## src/rtl/game_pkg.sv

```systemverilog
// ============================================================================
// Module : game_pkg
// Brief  : Shared constants for the reaction game: channel map, player
//          indices and red-light colour encoding.
// Rev    : 1.0  initial release
// ============================================================================
`default_nettype none

package game_pkg;

    localparam int NUM_CH   = 5;
    localparam int CH_RED   = 4;

    localparam int PLAYER_0 = 0;
    localparam int PLAYER_1 = 1;
    localparam int PLAYER_2 = 2;
    localparam int PLAYER_3 = 3;

    localparam logic [1:0] GREEN  = 2'b01;
    localparam logic [1:0] YELLOW = 2'b11;
    localparam logic [1:0] RED    = 2'b10;

    // Width of the optional per-channel hold counter.
    localparam int HOLD_W = 16;

    typedef logic [NUM_CH-1:0] ch_vec_t;

endpackage

`default_nettype wire

```

## src/rtl/debounce_ch.sv

```systemverilog
// ============================================================================
// Module : debounce_ch
// Brief  : One input channel: 2-flop synchronizer, debounce counter, stable
//          level, press/release pulses and, when CLICK_STUCK_DETECT_EN is
//          defined, a saturating hold counter driving a stuck flag.
// Rev    : 1.0  initial release
// ============================================================================
`default_nettype none

module debounce_ch
    import game_pkg::*;
#(
    parameter int DEBOUNCE_CYCLES = 4,
    parameter int STUCK_CYCLES    = 65535
) (
    input  logic clk,
    input  logic rst,
    input  logic raw_i,
    output logic stable_o,
    output logic press_o,
    output logic release_o,
    output logic stuck_o
);

    localparam int             CNT_W   = (DEBOUNCE_CYCLES > 1) ? $clog2(DEBOUNCE_CYCLES) : 1;
    localparam logic [CNT_W-1:0] CNT_MAX = CNT_W'(DEBOUNCE_CYCLES - 1);
    localparam logic [CNT_W-1:0] CNT_ONE = CNT_W'(1);

    logic             sync1_q;
    logic             s_q;
    logic             stable_q;
    logic             stable_d;
    logic             press_q;
    logic             release_q;
    logic [CNT_W-1:0] cnt_q;
    logic [CNT_W-1:0] cnt_d;

    // The counter only runs while the sample disagrees with the stable level;
    // any agreeing sample restarts the qualification window.
    always_comb begin
        stable_d = stable_q;
        cnt_d    = '0;
        if (s_q != stable_q) begin
            if (cnt_q == CNT_MAX) begin
                stable_d = s_q;
            end else begin
                cnt_d = cnt_q + CNT_ONE;
            end
        end
    end

    always_ff @(posedge clk) begin
        if (rst) begin
            sync1_q   <= 1'b0;
            s_q       <= 1'b0;
            stable_q  <= 1'b0;
            cnt_q     <= '0;
            press_q   <= 1'b0;
            release_q <= 1'b0;
        end else begin
            sync1_q   <= raw_i;
            s_q       <= sync1_q;
            stable_q  <= stable_d;
            cnt_q     <= cnt_d;
            press_q   <= stable_d & ~stable_q;
            release_q <= ~stable_d & stable_q;
        end
    end

    assign stable_o  = stable_q;
    assign press_o   = press_q;
    assign release_o = release_q;

`ifdef CLICK_STUCK_DETECT_EN
    localparam logic [HOLD_W-1:0] HOLD_ONE   = HOLD_W'(1);
    localparam logic [HOLD_W-1:0] STUCK_THR  = HOLD_W'(STUCK_CYCLES);

    logic [HOLD_W-1:0] hold_q;
    logic [HOLD_W-1:0] hold_d;
    logic              stuck_q;

    // Counting on the next stable value makes the edge where stable rises
    // count as the first held cycle.
    always_comb begin
        hold_d = '0;
        if (stable_d) begin
            hold_d = (hold_q == '1) ? hold_q : hold_q + HOLD_ONE;
        end
    end

    always_ff @(posedge clk) begin
        if (rst) begin
            hold_q  <= '0;
            stuck_q <= 1'b0;
        end else begin
            hold_q  <= hold_d;
            stuck_q <= stable_d && (hold_d >= STUCK_THR);
        end
    end

    assign stuck_o = stuck_q;
`else
    logic [HOLD_W-1:0] w_unused_stuck_cfg;
    assign w_unused_stuck_cfg = HOLD_W'(STUCK_CYCLES);
    assign stuck_o            = 1'b0;
`endif

endmodule

`default_nettype wire

```

## src/rtl/input_conditioner.sv

```systemverilog
// ============================================================================
// Module : input_conditioner
// Brief  : Debounces four player buttons and the light-cycle button, producing
//          levels, press/release pulses and optional stuck flags
//          (CLICK_STUCK_DETECT_EN).
// Rev    : 1.0  initial release
// ============================================================================
`default_nettype none

module input_conditioner
    import game_pkg::*;
#(
    parameter int DEBOUNCE_CYCLES = 4,
    parameter int STUCK_CYCLES    = 65535
) (
    input  logic              clk,
    input  logic              rst,
    input  logic [3:0]        raw_click,
    input  logic              raw_red_toggle,
    output logic [3:0]        click,
    output logic              red_toggle,
    output logic [NUM_CH-1:0] press_pulse,
    output logic [NUM_CH-1:0] release_pulse,
    output logic [NUM_CH-1:0] stuck
);

    ch_vec_t w_raw;
    ch_vec_t w_stable;

    assign w_raw = {raw_red_toggle, raw_click};

    for (genvar g = 0; g < NUM_CH; g++) begin : g_ch
        debounce_ch #(
            .DEBOUNCE_CYCLES (DEBOUNCE_CYCLES),
            .STUCK_CYCLES    (STUCK_CYCLES)
        ) u_debounce_ch (
            .clk       (clk),
            .rst       (rst),
            .raw_i     (w_raw[g]),
            .stable_o  (w_stable[g]),
            .press_o   (press_pulse[g]),
            .release_o (release_pulse[g]),
            .stuck_o   (stuck[g])
        );
    end

    assign click      = w_stable[PLAYER_3:PLAYER_0];
    assign red_toggle = w_stable[CH_RED];

endmodule

`default_nettype wire

```

## config.mk

```make
export PLATFORM = sky130hd
export DESIGN_NAME = input_conditioner
export DESIGN_NICKNAME = d
export VERILOG_FILES = /design/src/rtl/game_pkg.sv /design/src/rtl/debounce_ch.sv /design/src/rtl/input_conditioner.sv
export SDC_FILE = /design/constraint.sdc
export NUM_CORES = 1
export LEC_CHECK = 0
export CAP_MARGIN = 20
export CELL_PAD_IN_SITES_DETAIL_PLACEMENT = 1
export CELL_PAD_IN_SITES_GLOBAL_PLACEMENT = 2
export CORE_MARGIN = 4
export CORE_UTILIZATION = 35
export DETAILED_ROUTE_END_ITERATION = 8
export DONT_BUFFER_PORTS = 1
export GPL_TIMING_DRIVEN = 0
export HOLD_SLACK_MARGIN = 0.06
export PLACE_DENSITY = 0.71
export SETUP_SLACK_MARGIN = 0.2
export SKIP_CTS_REPAIR_TIMING = 1
export SYNTH_ARGS = -nofsm -noshare
export SYNTH_HDL_FRONTEND = slang
export SYNTH_HIERARCHICAL = 1
export SYNTH_SLANG_ARGS = --single-unit
```

## constraint.sdc

```tcl
create_clock -name clk -period 0.9 [get_ports clk]
set_input_delay 0.135 -clock clk [delete_from_list [all_inputs] [get_ports clk]]
set_output_delay 0.135 -clock clk [all_outputs]
set_load 0.02 [all_outputs]
```

==> impl_metrics.json <==
{
  "outcome": "finished with violations",
  "violations": "negative hold slack",
  "path_max_fanout": 5,
  "syn_to_final_growth_pct": 28.37,
  "fin_skew_ns": 0.004453,
  "ys_seq_area_share_pct": 57.14,
  "leakagePower_nw": 0.5566,
  "ys_ff_latch": 35,
  "required_ns": 0.76,
  "hold_path.class": "in -> reg",
  "grt_pass1_wl_mm": 3.256,
  "synth-edff-count": 0,
  "critPathKind": "reg -> out",
  "cts.sinks": 35,
  "min_period_ns": 0.8931,
  "ff2ff_path_depth": 3,
  "start_util_pct": 36.46,
  "fillers": 376,
  "r2r_setup_slack_ns": 0.03,
  "core_sq_um": 3363,
  "port_buffers": 0,
  "crit_cells": 0,
  "cts-root-buf": "clkbuf_4",
  "max_freq_mhz": 1120,
  "yosysMostFrequentCell": "dfxtp_1",
  "hold_ws_ns": -0.1401,
  "syn_area_sq_um": 1226,
  "min-delay-start": "rst",
  "drt_iter0_markers": 27,
  "n_antenna_cell": 0,
  "cap_violations": 0,
  "grt_max_degree": 36,
  "pre_cts_slack_ns": 0.01879,
  "vias": 727,
  "clkLatencyLatePin_ns": 0.33,
  "drt_first_pass_iters": 3,
  "nets": 121,
  "io_pins": 27,
  "cts.path.max_buffers": 2,
  "overflow": 0,
  "num_rows": 21,
  "power_mw": 2.612,
  "drc": 0,
  "clk_pin_slew_ns": 0.10,
  "cp-end-kind": "output port",
  "r2r_end": "g_ch[3].u_debounce_ch/stable_o$_SDFF_PP0_",
  "post-route-period-util_pct": 99.23,
  "ys.flop_type": "dfxtp_1",
  "hold_violations": 20,
  "worstReg2RegStart": "g_ch[3].u_debounce_ch/cnt_q[0]$_SDFF_PP0_",
  "netlist_instances": 95,
  "ys_top_cells_by_area": "dfxtp_1, and4bb_2, nor4b_2",
  "vdd_ir_drop_max_mv": 0.8054,
  "rsz0062_at_grt": "yes",
  "grt_pass1_vias": 746,
  "min_path_cells": 1,
  "avgSynthCellArea_sq_um": 12.91,
  "antenna_found_initial": 0,
  "ys_top_cells_by_count": "dfxtp_1, and4bb_2, nor2b_1",
  "gp_congestion": 0.6311,
  "via_per_inst": 4.660,
  "die_h_microns": 67.19,
  "ys_types": 11,
  "postRouteAntennaNets": 0,
  "critPathArrivalTime_ns": 0.76,
  "cts_tree": "yes",
  "die_area_sq_um": 4515,
  "holdPathEnd": "g_ch[4].u_debounce_ch/stable_o$_SDFF_PP0_",
  "synth_area_leader_cell": "dfxtp_1",
  "hpwlAfterDp_mm": 1.302,
  "synth_fp_nets": 107,
  "cts-htree-levels": 2,
  "drv_slew": 0,
  "netlist.area_leader.share_pct": 57.14,
  "fin_ws_ns": 0.006894,
  "wl_mm": 2.137,
  "die_width_microns": 67.19,
  "numCtsBuffers": 5,
  "setup_viol": 0,
  "ys_warn_count": 6,
  "setup.worst_path.start_class": "register",
  "async_flop_share_pct": 0,
  "drive_gt1_share_pct": 57.27,
  "p_per_area_nw_per_um2": 1659,
  "routedWlPerCell_microns": 13.70,
  "grt_usage_pct": 10.16
}
metal layers:
layer	global-route usage (%)	up-vias	share of wire, %
met1	9.651	347	39
met5	0	-	0
met2	16.44	22	52
met3	5.990	6	7.0
li1	-	352	-
met4	6.835	0	2.8
final cells by class:
| class | count | area [sq um] | area share [%] |
|---|---|---|---|
| clock buffer | 8 | 68.82 | 4.372 |
| multi-input combinational | 55 | 578.1 | 36.72 |
| timing repair buffer | 7 | 65.06 | 4.134 |
| buffer | 5 | 37.54 | 2.385 |
| tap | 46 | 57.56 | 3.657 |
| sequential | 35 | 767.0 | 48.73 |
worst max-delay path by stage:
stage,start,endpoint
2_1_floorplan,g_ch[0].u_debounce_ch/cnt_q[1]$_SDFF_PP0_,g_ch[0].u_debounce_ch/stable_o$_SDFF_PP0_
3_3_place_gp,g_ch[0].u_debounce_ch/stable_o$_SDFF_PP0_,g_ch[0].u_debounce_ch/cnt_q[1]$_SDFF_PP0_
3_5_place_dp,g_ch[3].u_debounce_ch/cnt_q[0]$_SDFF_PP0_,g_ch[3].u_debounce_ch/cnt_q[0]$_SDFF_PP0_
4_1_cts,g_ch[1].u_debounce_ch/press_o$_SDFF_PP0_,press_pulse[1]
5_1_grt,g_ch[1].u_debounce_ch/stable_o$_SDFF_PP0_,g_ch[1].u_debounce_ch/cnt_q[1]$_SDFF_PP0_
6_report,g_ch[0].u_debounce_ch/stable_o$_SDFF_PP0_,click[0]
through the flow:
stage               setup TNS [ns]  area (sq um)  utilization, %  hold WS, ns  std cells
floorplan                        0          1308               -       0.1990         95
global placement                 0          1365           40.59       0.2039        141
detailed placement               0          1365           40.59       0.2046        141
CTS                        -0.5607          1434           42.63      -0.1780        149
global route               -0.4544          1574           46.80      -0.1854        156
finish                           0          1574           46.80      -0.1401        156
cells in the final DEF, fill, tap and decap left out, types with 5 or more instances in the layout:
cell type      netlist  routed
conb_1               5       5
mux2i_1              5       5
ha_4                 0       5
dfxtp_2              0      11
buf_4                5       7
nor4b_2              5       5
nor2b_1             10      10
nor2_1               5       5
clkbuf_4             0       5
dfxtp_1             35      10
dlygate4sd3_1        0       5
and4bb_2            10      10
dfxtp_4              0      14
report_power, final:
| part | internal (mW) | switching, mW |
|---|---|---|
| sequential | 1.53 | 0.0186 |
| clock | 0.459 | 0.496 |
| combinational | 0.0652 | 0.0386 |
state kept, by name, indices dropped and copies added, names as in the netlist:
signal                        cells
g_ch.u_debounce_ch/stable_o       5
g_ch.u_debounce_ch/cnt_q         10
g_ch.u_debounce_ch/release_o      5
g_ch.u_debounce_ch/press_o        5
g_ch.u_debounce_ch/sync1_q        5
g_ch.u_debounce_ch/s_q            5
cells by family after synthesis:
kind of cell | after synthesis | share of synthesized area (%)
buf+inv | 5 | 3.062
mux | 5 | 4.082
xor+xnor | 5 | 3.571
flops | 35 | 57.14
simple gates | 35 | 25.51
other cells | 5 | 1.531
fa+ha+maj | 5 | 5.102
No activity file was read; power rests on OpenSTA's default activity.
